===== config.mk =====
export PLATFORM = sky130hd
export DESIGN_NAME = dac_output_stage
export DESIGN_NICKNAME = d
export VERILOG_FILES = /design/src/rtl/dac_output_stage.sv
export SDC_FILE = /design/constraint.sdc
export NUM_CORES = 1
export LEC_CHECK = 0
export CAP_MARGIN = 10
export CORE_ASPECT_RATIO = 1.2
export CORE_MARGIN = 8
export CORE_UTILIZATION = 45
export DETAILED_ROUTE_END_ITERATION = 8
export PLACE_DENSITY = 0.77
export REMOVE_ABC_BUFFERS = 1
export SYNTH_ARGS = -nofsm -noshare
export SYNTH_HDL_FRONTEND = slang
export SYNTH_SLANG_ARGS = --single-unit

===== constraint.sdc =====
create_clock -name clk -period 7.5 [get_ports clk]
set_input_delay 2.25 -clock clk [delete_from_list [all_inputs] [get_ports clk]]
set_output_delay 2.25 -clock clk [all_outputs]
set_load 0.02 [all_outputs]

===== src/rtl/dac_output_stage.sv =====
// dac_output_stage
//   Output stage between the voice mixer and the DAC. One frame of signed
//   samples (one per channel) is accepted per valid/ready handshake. Each
//   channel is scaled by an unsigned Q1.(GAIN_WIDTH-1) gain, rounded and
//   saturated to OUT_WIDTH bits, and flagged in a sticky clip bit if it
//   saturated. The frame is then presented as parallel offset-binary words
//   and as a framed two's-complement serial bitstream.
//
//   Build option: define DAC_DITHER_EN to replace the fixed round-half-up
//   constant with bits from a 16-bit LFSR (seed 0xACE1, taps 16,14,13,11).
//
// Ports
//   clk           system clock
//   reset         synchronous active-low reset
//   sample_in     CHANNELS x IN_WIDTH signed samples, channel 0 in LSBs
//   sample_valid  frame valid
//   sample_ready  stage idle; frame accepted on valid & ready
//   gain          CHANNELS x GAIN_WIDTH unsigned gains, captured with the frame
//   clip_clear    clears all sticky clip flags (a simultaneous set wins)
//   clip          sticky per-channel saturation flags
//   dac_out       CHANNELS x OUT_WIDTH offset-binary words, channel 0 in LSBs
//   dac_sclk      serial bit clock, idles low
//   dac_fs        frame sync, high during bit 0 of channel 0
//   dac_sdata     serial data, MSB first, channel 0 first
//
// state | meaning
// IDLE  | sample_ready high, waiting for a frame
// SCALE | one channel scaled/rounded/saturated per cycle, ascending index
// SHIFT | dac_out updated; CHANNELS*OUT_WIDTH bits being serialised

module dac_output_stage #(
   parameter int IN_WIDTH   = 24,
   parameter int OUT_WIDTH  = 16,
   parameter int CHANNELS   = 2,
   parameter int GAIN_WIDTH = 8,
   parameter int CLK_DIV    = 4
) (
   input  logic                             clk,
   input  logic                             reset,
   input  logic [CHANNELS*IN_WIDTH-1:0]     sample_in,
   input  logic                             sample_valid,
   output logic                             sample_ready,
   input  logic [CHANNELS*GAIN_WIDTH-1:0]   gain,
   input  logic                             clip_clear,
   output logic [CHANNELS-1:0]              clip,
   output logic [CHANNELS*OUT_WIDTH-1:0]    dac_out,
   output logic                             dac_sclk,
   output logic                             dac_fs,
   output logic                             dac_sdata
);

   localparam int PW    = IN_WIDTH + GAIN_WIDTH + 1;
   localparam int RSH   = IN_WIDTH - OUT_WIDTH;
   localparam int NBITS = CHANNELS * OUT_WIDTH;
   localparam int CW    = $clog2(CHANNELS > 1 ? CHANNELS : 2);
   localparam int BW    = $clog2(NBITS > 1 ? NBITS : 2);
   localparam int DW    = $clog2(CLK_DIV > 1 ? CLK_DIV : 2);

   localparam logic signed [PW-1:0]  MAXV    = (PW'(1) << (OUT_WIDTH-1)) - PW'(1);
   localparam logic signed [PW-1:0]  MINV    = -MAXV - PW'(1);
   localparam logic [OUT_WIDTH-1:0]  MID     = OUT_WIDTH'(1) << (OUT_WIDTH-1);
   localparam logic [CW-1:0]         CH_LAST = CW'(CHANNELS-1);
   localparam logic [BW-1:0]         BIT_MAX = BW'(NBITS-1);
   localparam logic [DW-1:0]         PH_MAX  = DW'(CLK_DIV-1);

   typedef enum logic [1:0] {IDLE, SCALE, SHIFT} state_t;

   state_t                          state, state_nxt;
   logic                            ready_q;
   logic [CHANNELS*IN_WIDTH-1:0]    samp_q;
   logic [CHANNELS*GAIN_WIDTH-1:0]  gain_q;
   logic [CW-1:0]                   ch_idx;
   logic [NBITS-1:0]                stage_word;
   logic [CHANNELS-1:0]             stage_clip;
   logic [NBITS-1:0]                dac_q;
   logic [CHANNELS-1:0]             clip_q;
   logic [NBITS-1:0]                sreg;
   logic [BW-1:0]                   bit_cnt;
   logic [DW-1:0]                   phase_cnt;
   logic                            sclk_q, fs_q, sdata_q;

   logic                            accept, commit, sclk_rise, bit_next, frame_done;

   logic signed [IN_WIDTH-1:0]      cur_sample;
   logic [GAIN_WIDTH-1:0]           cur_gain;
   logic signed [PW-1:0]            sx, gx, prod, scaled, rounded;
   logic signed [PW-1:0]            rnd_const;
   logic [OUT_WIDTH-1:0]            sat_word;
   logic                            sat_flag;
   logic [NBITS-1:0]                word_all, offset_all, ordered;
   logic [CHANNELS-1:0]             clip_all, clip_nxt;

   // ---------------- rounding constant ----------------
`ifdef DAC_DITHER_EN
   logic [15:0] lfsr;

   always_ff @(posedge clk) begin
      if (!reset)
         lfsr <= 16'hACE1;
      else if (state == SCALE)
         lfsr <= {lfsr[14:0], lfsr[15] ^ lfsr[13] ^ lfsr[12] ^ lfsr[10]};
   end

   always_comb begin
      rnd_const = '0;
      for (int i = 0; i < RSH; i++)
         rnd_const[i] = lfsr[i % 16];
   end
`else
   assign rnd_const = PW'(1) << (RSH-1);
`endif

   // ---------------- per-channel arithmetic ----------------
   always_comb begin
      cur_sample = samp_q[int'(ch_idx)*IN_WIDTH +: IN_WIDTH];
      cur_gain   = gain_q[int'(ch_idx)*GAIN_WIDTH +: GAIN_WIDTH];
      sx         = PW'(cur_sample);
      gx         = PW'({1'b0, cur_gain});
      prod       = sx * gx;
      scaled     = prod >>> (GAIN_WIDTH-1);
      rounded    = (scaled + rnd_const) >>> RSH;
      sat_flag   = 1'b0;
      if (rounded > MAXV) begin
         sat_word = {1'b0, {(OUT_WIDTH-1){1'b1}}};
         sat_flag = 1'b1;
      end else if (rounded < MINV) begin
         sat_word = {1'b1, {(OUT_WIDTH-1){1'b0}}};
         sat_flag = 1'b1;
      end else begin
         sat_word = rounded[OUT_WIDTH-1:0];
      end
   end

   // Staged frame including the channel being processed this cycle, so the
   // last channel can be committed together with the earlier ones.
   always_comb begin
      word_all = stage_word;
      clip_all = stage_clip;
      word_all[int'(ch_idx)*OUT_WIDTH +: OUT_WIDTH] = sat_word;
      clip_all[ch_idx] = sat_flag;
      offset_all = '0;
      ordered    = '0;
      for (int c = 0; c < CHANNELS; c++) begin
         offset_all[c*OUT_WIDTH +: OUT_WIDTH] = word_all[c*OUT_WIDTH +: OUT_WIDTH] ^ MID;
         // channel 0 occupies the top of the shift register so it leaves first
         ordered[(CHANNELS-1-c)*OUT_WIDTH +: OUT_WIDTH] = word_all[c*OUT_WIDTH +: OUT_WIDTH];
      end
      clip_nxt = clip_clear ? '0 : clip_q;
      if (commit)
         clip_nxt = clip_nxt | clip_all;
   end

   // ---------------- FSM ----------------
   always_ff @(posedge clk) begin
      if (!reset)
         state <= IDLE;
      else
         state <= state_nxt;
   end

   always_comb begin
      state_nxt  = state;
      accept     = 1'b0;
      commit     = 1'b0;
      sclk_rise  = 1'b0;
      bit_next   = 1'b0;
      frame_done = 1'b0;
      case (state)
         IDLE: begin
            if (sample_valid && ready_q) begin
               accept    = 1'b1;
               state_nxt = SCALE;
            end
         end
         SCALE: begin
            if (ch_idx == CH_LAST) begin
               commit    = 1'b1;
               state_nxt = SHIFT;
            end
         end
         SHIFT: begin
            if (phase_cnt == '0) begin
               if (!sclk_q) begin
                  sclk_rise = 1'b1;
               end else if (bit_cnt == '0) begin
                  frame_done = 1'b1;
                  state_nxt  = IDLE;
               end else begin
                  bit_next = 1'b1;
               end
            end
         end
         default: state_nxt = IDLE;
      endcase
   end

   // ---------------- datapath and serial timers ----------------
   always_ff @(posedge clk) begin
      if (!reset) begin
         ready_q    <= 1'b0;
         samp_q     <= '0;
         gain_q     <= '0;
         ch_idx     <= '0;
         stage_word <= '0;
         stage_clip <= '0;
         dac_q      <= {CHANNELS{MID}};
         clip_q     <= '0;
         sreg       <= '0;
         bit_cnt    <= '0;
         phase_cnt  <= '0;
         sclk_q     <= 1'b0;
         fs_q       <= 1'b0;
         sdata_q    <= 1'b0;
      end else begin
         // registered so that ready stays low for the whole reset period
         ready_q <= (state_nxt == IDLE);
         clip_q  <= clip_nxt;

         if (accept) begin
            samp_q <= sample_in;
            gain_q <= gain;
            ch_idx <= '0;
         end

         if (state == SCALE) begin
            stage_word <= word_all;
            stage_clip <= clip_all;
            ch_idx     <= ch_idx + CW'(1);
         end

         if (commit) begin
            dac_q     <= offset_all;
            sreg      <= ordered;
            sdata_q   <= ordered[NBITS-1];
            fs_q      <= 1'b1;
            sclk_q    <= 1'b0;
            phase_cnt <= PH_MAX;
            bit_cnt   <= BIT_MAX;
         end else if (sclk_rise) begin
            sclk_q    <= 1'b1;
            phase_cnt <= PH_MAX;
         end else if (bit_next) begin
            sclk_q    <= 1'b0;
            fs_q      <= 1'b0;
            sdata_q   <= sreg[NBITS-2];
            sreg      <= sreg << 1;
            bit_cnt   <= bit_cnt - BW'(1);
            phase_cnt <= PH_MAX;
         end else if (frame_done) begin
            sclk_q  <= 1'b0;
            fs_q    <= 1'b0;
            sdata_q <= 1'b0;
         end else if (state == SHIFT) begin
            phase_cnt <= phase_cnt - DW'(1);
         end
      end
   end

   assign sample_ready = ready_q;
   assign clip         = clip_q;
   assign dac_out      = dac_q;
   assign dac_sclk     = sclk_q;
   assign dac_fs       = fs_q;
   assign dac_sdata    = sdata_q;

endmodule


Word level (Yosys, flattened, before mapping)
Cells that the tools add are included.
{"block": "totals", "ff_bits": 177, "in_bits": 68, "word_cells": 105}
{"block": "op_classes", "n_addsub": 5, "n_mul": 2, "magnitude_cmp": 4, "eq_ne": 4, "shift": 4, "mux": 52, "bitwise_logic": 4, "reduce_logical": 15}
{"op": "31-bit 2-to-1 mux", "count": 3}
{"op": "48-bit by 7-bit indexed part select with 24-bit output", "count": 1}
{"op": "24-bit by 9-bit multiplier with 33-bit output", "count": 1}
{"op": "5-bit negator with 33-bit output", "count": 1}
{"op": "16-bit by 33-bit variable shift with 32-bit output, first input constant", "count": 1}
{"op": "16-bit by 33-bit indexed part select with 32-bit output", "count": 1}
{"op": "32-bit bitwise mux", "count": 1}
{"op": "16-bit 2-to-1 mux", "count": 2}
{"op": "1-bit 2-to-1 mux", "count": 28}
{"op": "26-bit by 9-bit adder with 27-bit output, second input constant", "count": 1}
{"op": "2-bit 2-to-1 mux", "count": 12}
{"op": "19-bit by 16-bit greater-than comparator with 1-bit output, second input constant", "count": 1}
{"op": "19-bit by 16-bit < comparator with 1-bit output, second input constant", "count": 1}
{"op": "16-bit by 5-bit indexed part select with 8-bit output", "count": 1}
{"op": "5-bit 2-to-1 mux", "count": 3}
{"op": "2-bit logical NOT", "count": 3}
{"op": "2-bit case mux with 3 select lines", "count": 1}
{"op": "2-bit AND reduction", "count": 3}
{"op": "3-bit nonzero test", "count": 2}
{"op": "5-bit logical NOT", "count": 1}
{"op": "5-bit by 1-bit subtractor with 5-bit output, second input constant", "count": 1}
{"op": "4-bit != test, second input constant", "count": 1}
{"op": "2-bit nonzero test", "count": 2}
{"op": "4-bit nonzero test", "count": 1}
{"op": "14 further kinds", "count": 17}

Longest topological paths before layout
Gate-level depths: netlist (run 1).
{"block": "depth", "depth_word": 10, "mapped_depth": 29, "ltp_nobuf": 23}

Least setup slack after synthesis (run 1)
OpenSTA, ideal clock, no wires.
{"block": "synth_timing", "path_type": "register -> register", "startpoint": "register ch_idx", "endpoint": "register sreg[13]", "setup_time_ns": 0.129, "arrival_ns": 7.351, "path_slack_ns": 0.020, "stages_incl_launch_ff": 27, "period_less_slack_ns": 7.480, "cell_sequence": "dfxtp_1 > clkbuf_1 > buf_1 > clkbuf_1 > mux2i_1 > nor2_1 > fa_1 > fa_1 > fa_1 > inv_1 > fa_1 > inv_1 > ha_1 > clkbuf_1 > a21oi_1 > a2bb2oi_1 > a311o_1 > and4_1 > or4_1 > nand3_2 > nand2b_1 > o41ai_2 > a31o_1 > buf_6 > buf_6 > a221oi_2 > nor4b_2"}
{"block": "synth_via", "elab_chain_len": 10, "word_cells_on_any_way": 19, "cone_classes": "2 x add/sub; 2 x mul; 2 x order compare; 1 x eq/ne; 4 x shift; 6 x mux; 2 x reduce/logical"}
{"element": "from (decl)", "line_no": "72", "source": "logic [CW-1:0] ch_idx;"}
{"element": "from (signal assigned)", "line_no": "228", "source": "ch_idx <= ch_idx + CW'(1);"}
{"element": "1-bit by 2-bit multiplier with 3-bit output", "line_no": "115", "source": "cur_sample = samp_q[int'(ch_idx)*IN_WIDTH +: IN_WIDTH];"}
{"element": "48-bit by 7-bit indexed part select with 24-bit output", "line_no": "115"}
{"element": "24-bit by 9-bit multiplier with 33-bit output", "line_no": "119", "source": "prod = sx * gx;"}
{"element": "26-bit by 9-bit adder with 27-bit output", "line_no": "121", "source": "rounded = (scaled + rnd_const) >>> RSH;"}
{"element": "19-bit by 16-bit < comparator with 1-bit output", "line_no": "126", "source": "end else if (rounded < MINV) begin"}
{"element": "16-bit 2-to-1 mux", "line_no": "126"}
{"element": "16-bit 2-to-1 mux", "line_no": "123", "source": "if (rounded > MAXV) begin"}
{"element": "16-bit by 33-bit indexed part select with 32-bit output", "line_no": "139", "source": "word_all[int'(ch_idx)*OUT_WIDTH +: OUT_WIDTH] = sat_word;"}
{"element": "32-bit bitwise mux", "line_no": "139"}
{"element": "31-bit 2-to-1 mux", "line_no": "231", "source": "if (commit) begin"}
{"element": "to (signal assigned)", "line_no": "233", "source": "sreg <= ordered;"}
{"element": "to (signal assigned)", "line_no": "246", "source": "sreg <= sreg << 1;"}
{"element": "to (decl)", "line_no": "77", "source": "logic [NBITS-1:0] sreg;"}
Parallel ways exist; a longest one is shown, timed or not.
A chain may end at the register's enable or synchronous reset.

Worst setup path in the final report (run 1)
{"block": "layout_timing", "startpoint": "register ch_idx", "endpoint": "register sreg[1]"}
The elaborated chain is that of the path after synthesis.

==> results of run 1 <==
-- cell usage after synthesis, drive strengths merged, types with 10 or more instances --
cell / instances / area, um2
ha: 65 / 813
xnor2: 23 / 201
dfxtp: 160 / 3200
o211a: 17 / 170
a21oi: 36 / 180
nor3: 27 / 135
nor4b: 14 / 165
nand2: 342 / 1280
a21boi: 85 / 638
fa: 149 / 2980
clkbuf: 85 / 319
a221oi: 13 / 145
xor2: 17 / 149
nor2: 124 / 465
o21ai: 43 / 219
buf: 10 / 61.3
nand3: 37 / 190
mux2i: 26 / 264
nor2b: 24 / 150
mux2: 29 / 327
a211oi: 12 / 95.1
inv: 176 / 661
-- cell type report --
class / instances / area, um2 / area share, %
clock buffer: 17 / 425 / 2.69
clock inverter: 15 / 171 / 1.08
inverter: 176 / 661 / 4.18
multi-input combinational: 1201 / 9600 / 60.7
sequential: 160 / 3210 / 20.3
tap: 396 / 495 / 3.13
timing repair buffer: 129 / 1250 / 7.93
-- cell families (layout without fill, tap and decap cells) --
family / count (synthesis) / after routing / share of synthesized area (%)
and+or+nand+nor: 619 / 619 / 20.1
AOI/OAI and AO/OA: 273 / 273 / 14.5
buffers and inverters: 271 / 337 / 7.58
adders and majority gates: 214 / 214 / 27.6
DFF: 160 / 160 / 23.3
muxes: 55 / 55 / 4.30
xor gates and xnor gates: 40 / 40 / 2.55
-- worst reg2reg max path, delay by kind of cell, from the launching register on --
kind            cells  cell delay (ps)
fa+ha+maj           5             2290
simple gates        7             1390
flops               1              470
compound gates      5             1650
buf+inv             6             1050
mux                 1              220
-- flip-flops by register name, summed over array words and instances, names as in the netlist --
name	count
gain_q	16
stage_clip	1
dac_fs	1
stage_word	16
dac_out	32
sample_ready	1
ch_idx	1
dac_sclk	1
bit_cnt	5
sreg	31
samp_q	48
dac_sdata	1
state	2
phase_cnt	2
clip	2
-- routing by layer --
layer  vias up  routed length (um)  part of all wire, %  track usage (%)
li1       5450                   -                    -                -
met1      5398               13800                   43             21.2
met2       241               16400                   51             32.3
met3        47                1150                  3.6             2.60
met4         0                 665                  2.1             5.83
met5         -                   0                    0                0
-- through the flow --
stage | instance area, um2 | util, % | worst slack (ps) | TNS, ps
after floorplan | 13400 | - | -1060 | -42740
after global placement | 15100 | 50.0 | 351 | 0
after detailed placement | 15100 | 50.0 | 216 | 0
after CTS | 15700 | 51.9 | 127 | 0
after global routing | 15800 | 52.2 | -29.3 | -29.3
final | 15800 | 52.2 | 342 | 0
-- power groups by stage --
stage	combinational (uW)	sequential (uW)	clock, uW
floorplan	214	926	0
detailed placement	347	924	0
finish	350	906	874
CTS	349	905	887
global placement	338	923	0
global route	390	910	924
-- worst paths after layout --
check,from,to,slack (ps),cells after the start
min reg2reg,dac_out[31],dac_out[31],460,1
max,ch_idx,sreg[1],340,24
min,dac_out[31],dac_out[31],460,1
max reg2reg,ch_idx,sreg[1],340,24
==> reports/results.tsv, run 1 <==
stage	metric	value	unit
clock_network	Worst-Skew Late Latency	450	ps
drt	vias per cell	5.32	
drt	Routed WL	32000	um
pwr	PwrDens	135	mW/mm2
timing	Final Max Slew Viols	0	
die	die width	176	um
synthesis	register area share after synthesis	23.3	%
drt	DR pass1 iterations	6	
grt	gr usage total	17.8	%
timing	Slew HR	39.9	%
timing	max frequency	140	MHz
placement	HPWL Detailed	24900	um
clock_network	clk root buf	clkbuf_16	
die	Std-Cell Core Area	0.0303	mm2
worst_setup_path	crit end category	register	
clock_network	CTS H-tree lvls	4	
timing	fin crit share	95.4	%
clock_network	clk buf depth	2	
pwr	switching pwr	655	uW
die	Die Height	207	um
final_layout	nets@finish	1967	
worst_setup_path	Max FO, Critical Path	24	
drt	DRC viols	0	
die	Starting Density	45.3	%
timing	Fin Clk Skew	16.7	ps
timing	Hold WS	456	ps
clock_network	clk sinks	160	
timing	worst slew pin tran	900	ps
worst_setup_path	Worst path top cell family by delay	adder cells	
worst_setup_path	worst-path cell chain	buf_12 > buf_12 > mux2i_2 > buf_4 > nor2_1 > ha_1 > fa_1 > fa_1 > inv_1 > fa_1 > inv_1 > ha_1 > and2_1 > a211oi_1 > a2111o_1 > a2111oi_1 > or4_1 > nand3_2 > nor4b_2 > nand4bb_1 > a31o_1 > buf_4 > a221oi_1 > nor4b_1	
final_layout	# fillers	2863	
grt	Remaining Overflow, GRT	0	
pwr	Internal Dissipation	1470	uW
placement	placed cell count	2062	
pwr	LEAKAGE	0.00700	uW
synthesis	Async SR Flop Fraction	0	%
placement	I/O Buffers	105	
pwr	Max rail drop VDD	0.132	mV
pwr	Seq pwr share	42.5	%
final_layout	leading cell type in the layout, fill and taps excluded	nand2_1	
final_layout	most frequent cells in the layout	341 x nand2_1, 176 x inv_1, 159 x dfxtp_1	
worst_setup_path	Slowest-stage cell, CP	fa_1	
worst_setup_path	CP required	7810	ps
worst_setup_path	WP data arrival	7470	ps
final_layout	ANT cells	0	
job	max_cap viols	0	
pwr	total power	2130	uW
grt	largest net degree at the start of global routing	92	
worst_setup_path	Worst Path Buf+Inv	6	
clock_network	CTS tree	yes	
drt	DR vias	11136	
final_layout	Area growth syn-to-layout	15.1	%
drt	Final ANT Viol Nets	0	
clock_network	Clk pin slew, worst setup/hold paths	70	ps
synthesis	Seq cells post-synth	160	
clock_network	post-CTS setup repair buffer count	0	
synthesis	Mapped Area	0.0137	mm2
grt	initial antenna violation count	0	
pwr	clock share of power	41.0	%
final_layout	final non-filler cell total	2094	
die	Std-Cell Rows	70	
worst_setup_path	Setup Crit Path Kind	register to register	
status	status	complete, no violations	
clock_network	CTS Buf Count	17	
final_layout	fraction of layout cells with a size suffix above 1	7.77	%
timing	final hold vios	0	
die	I/O pins	106	
placement	Routability Congestion	0.877	
synthesis	Synth Area per Inst	8.42	um2
clock_network	hold_buf cts	0	
grt	global-route wire length before repair	54900	um
clock_network	PostCTS Resize Cnt	0	
grt	vias in the first global route	11657	
pwr	part of the power in combinational logic	16.4	%
synthesis	Gate Count Post-Synth	1632	
drt	initial drt markers	605	
timing	min Tclk post-route	7160	ps
synthesis	Netlist cell types	77	
worst_hold_path	HP Class	register to register	
synthesis	YS warnings	0	
worst_setup_path	Most common cell on crit path	fa_1	
worst_setup_path	Critical Path Start Type	register	
die	DIE AREA	0.0364	mm2
synthesis	Top FF cell, synth	dfxtp_1	
drt	wire per inst	15.3	um
synthesis	Post-synth EDFFs	0	
timing	Setup Viol. Count Final	0	
timing	RSZ-0062 raised after global routing	yes	
pwr	switch share	30.8	%
worst_setup_path	Critical Path Max Stage Delay	550	ps
Power figures use the tool's default switching activity.
==> run 2: changes to the inputs <==
- CAP_MARGIN: 10 -> 20
- SETUP_SLACK_MARGIN: unset -> 0.1
- SKIP_LAST_GASP: unset -> 1
==> run 2 against run 1 <==
Effect of this change: global-route usage stayed put; final cell count stayed put; sequential power barely moved; first-iteration DRC count is 11% higher; routed wire length down 0.26%; clock power barely moved; core utilization barely moved; highest routed layer unchanged; via count decreased by 0.17%.
==> reports/results.tsv, run 2 (synthesis results as in run 1) <==
stage	metric	value	unit	change
job	max_cap viols	0		unchanged
clock_network	CTS Buf Count	17		unchanged
clock_network	clk sinks	160		unchanged
drt	initial drt markers	672		+11%
worst_hold_path	HP Class	register to register		
timing	final worst slack	341	ps	-0.623 ps
placement	HPWL Detailed	24900	um	unchanged
worst_setup_path	Max FO, Critical Path	24		unchanged
timing	Setup Viol. Count Final	0		unchanged
pwr	Internal Dissipation	1470	uW	about the same
drt	DR vias	11117		-0.17%
drt	wire per inst	15.2	um	-0.26%
worst_setup_path	Worst Setup SP	ch_idx		
pwr	Seq pwr share	42.5	%	about the same
grt	gr usage total	17.8	%	unchanged
drt	vias per cell	5.31		-0.17%
die	DIE AREA	0.0364	mm2	unchanged
grt	initial antenna violation count	0		unchanged
worst_setup_path	Critical Path Start Type	register		
die	Starting Density	45.3	%	unchanged
final_layout	ANT cells	0		unchanged
timing	final hold vios	0		unchanged
timing	Final Max Slew Viols	0		unchanged
clock_network	clk buf depth	2		unchanged
final_layout	most frequent cells in the layout	341 x nand2_1, 176 x inv_1, 159 x dfxtp_1		
drt	Routed WL	31900	um	-0.26%
die	I/O pins	106		unchanged
pwr	total power	2130	uW	about the same
final_layout	Top reg by flops	samp_q		
placement	pre-CTS setup slack	216	ps	unchanged
worst_setup_path	Reg2Reg Depth	24		unchanged
pwr	LEAKAGE	0.00700	uW	about the same
clock_network	Worst-Skew Late Latency	450	ps	about the same
worst_setup_path	Reg-to-Reg Start	ch_idx		
worst_setup_path	CP required	7810	ps	about the same
worst_setup_path	Setup Crit Path Kind	register to register		
drt	DRC viols	0		unchanged
placement	I/O Buffers	105		unchanged
grt	Remaining Overflow, GRT	0		unchanged
worst_hold_path	Worst Hold Depth	1		unchanged
pwr	part of the power in combinational logic	16.5	%	about the same
pwr	Max rail drop VDD	0.131	mV	-0.42%
timing	Slew HR	39.7	%	-0.23 points
clock_network	CTS tree	yes		
final_layout	max reg flops	48		unchanged
final_layout	nets@finish	1967		unchanged
final_layout	fraction of layout cells with a size suffix above 1	7.95	%	+0.18 points
worst_setup_path	FF-to-FF setup slack	340	ps	about the same
pwr	clock share of power	41.0	%	about the same
final_layout	Area growth syn-to-layout	15.2	%	about the same
status	status	complete, no violations		
drt	Final ANT Viol Nets	0		unchanged
pwr	switch share	30.8	%	about the same
die	die width	176	um	unchanged
timing	min Tclk post-route	7160	ps	+0.623 ps
pwr	switching pwr	655	uW	about the same
worst_setup_path	reg-to-reg endpoint	sreg[1]		
die	Die Height	207	um	unchanged
worst_hold_path	Hold Path Sink	dac_out[31]		
die	Std-Cell Rows	70		unchanged
timing	fin crit share	95.5	%	about the same
worst_hold_path	min-delay src	dac_out[31]		
die	Std-Cell Core Area	0.0303	mm2	unchanged
drt	DR pass1 iterations	5		-1
grt	global-route wire length before repair	54900	um	unchanged
timing	RSZ-0062 raised after global routing	yes		
timing	Fin Clk Skew	16.4	ps	-0.259 ps
timing	max frequency	140	MHz	about the same
clock_network	Clk pin slew, worst setup/hold paths	70	ps	about the same
grt	vias in the first global route	11657		unchanged
worst_setup_path	WP data arrival	7470	ps	about the same
pwr	PwrDens	135	mW/mm2	about the same
final_layout	# fillers	2863		unchanged
worst_setup_path	crit end category	register		
placement	Routability Congestion	0.877		unchanged
clock_network	clk root buf	clkbuf_16		
timing	worst slew pin tran	903	ps	+3.41 ps
grt	largest net degree at the start of global routing	92		unchanged
clock_network	CTS H-tree lvls	4		unchanged
final_layout	leading cell type in the layout, fill and taps excluded	nand2_1		
[run 2: power groups by stage]
| stage | Combinational (uW) | Sequential, uW | Clock, uW |
|---|---|---|---|
| final | 351 | 906 | 873 |
| after CTS | 349 | 905 | 887 |
| after floorplan | 214 | 926 | 0 |
| after global routing | 392 | 910 | 924 |
| after global placement | 338 | 923 | 0 |
| after detailed placement | 347 | 924 | 0 |
[run 2: area by class of cell]
| cell class | count | area (um2) | share of cell area [%] |
|---|---|---|---|
| flip-flops and latches | 160 | 3210 | 20.3 |
| repair buffers | 129 | 1250 | 7.92 |
| clock buffers | 17 | 425 | 2.69 |
| inverters | 176 | 661 | 4.17 |
| well taps | 396 | 495 | 3.13 |
| clock inverters | 15 | 171 | 1.08 |
| multi-input cells | 1201 | 9610 | 60.7 |
[run 2: worst max-delay path by stage]
stage / end / slack, ps / cells past startpoint
after floorplan: sreg[1] / -1060 / 20
after global placement: sreg[1] / 350 / 24
after detailed placement: sreg[7] / 220 / 23
after CTS: sreg[6] / 130 / 22
after global routing: sreg[5] / 20 / 24
final: sreg[1] / 340 / 24
[run 2: per-layer routing]
layer	GRT usage, %	vias up	wire (um)
li1	-	5451	-
met1	21.2	5389	13700
met2	32.3	232	16400
met3	2.60	45	1140
met4	5.83	0	657
met5	0	-	0
[run 2: what timing repair did]
item,4_1_cts,5_1_grt
hold buffers,0,0
resized for setup,0,19
endpoints found under the hold margin,0,0
endpoints found under the setup margin,0,47
buffers inserted,0,0
[run 2: worst max-delay path: stages (launching register included)]
cell and delay [ps]:
dfxtp_4 470, buf_12 220, buf_12 200, mux2i_2 210
buf_4 290, nor2_1 100, ha_1 330, fa_1 510
fa_1 550, inv_1 60, fa_1 530, inv_1 40
ha_1 370, and2_1 180, a211oi_1 90, a2111o_1 500
a2111oi_1 400, or4_1 240, nand3_2 110, nor4b_2 420
nand4bb_1 200, a31o_1 250, buf_4 210, a221oi_1 410
nor4b_1 100
[run 2: metrics by stage]
step	utilization (%)	hold WS (ps)	instances	instance area (um2)	setup TNS, ps
2_1_floorplan	-	440	1537	13400	-42740
3_5_place_dp	50.0	442	2062	15100	0
4_1_cts	51.9	459	2094	15700	0
5_1_grt	52.2	470	2094	15800	0
3_3_place_gp	50.0	439	2062	15100	0
6_report	52.2	456	2094	15800	0
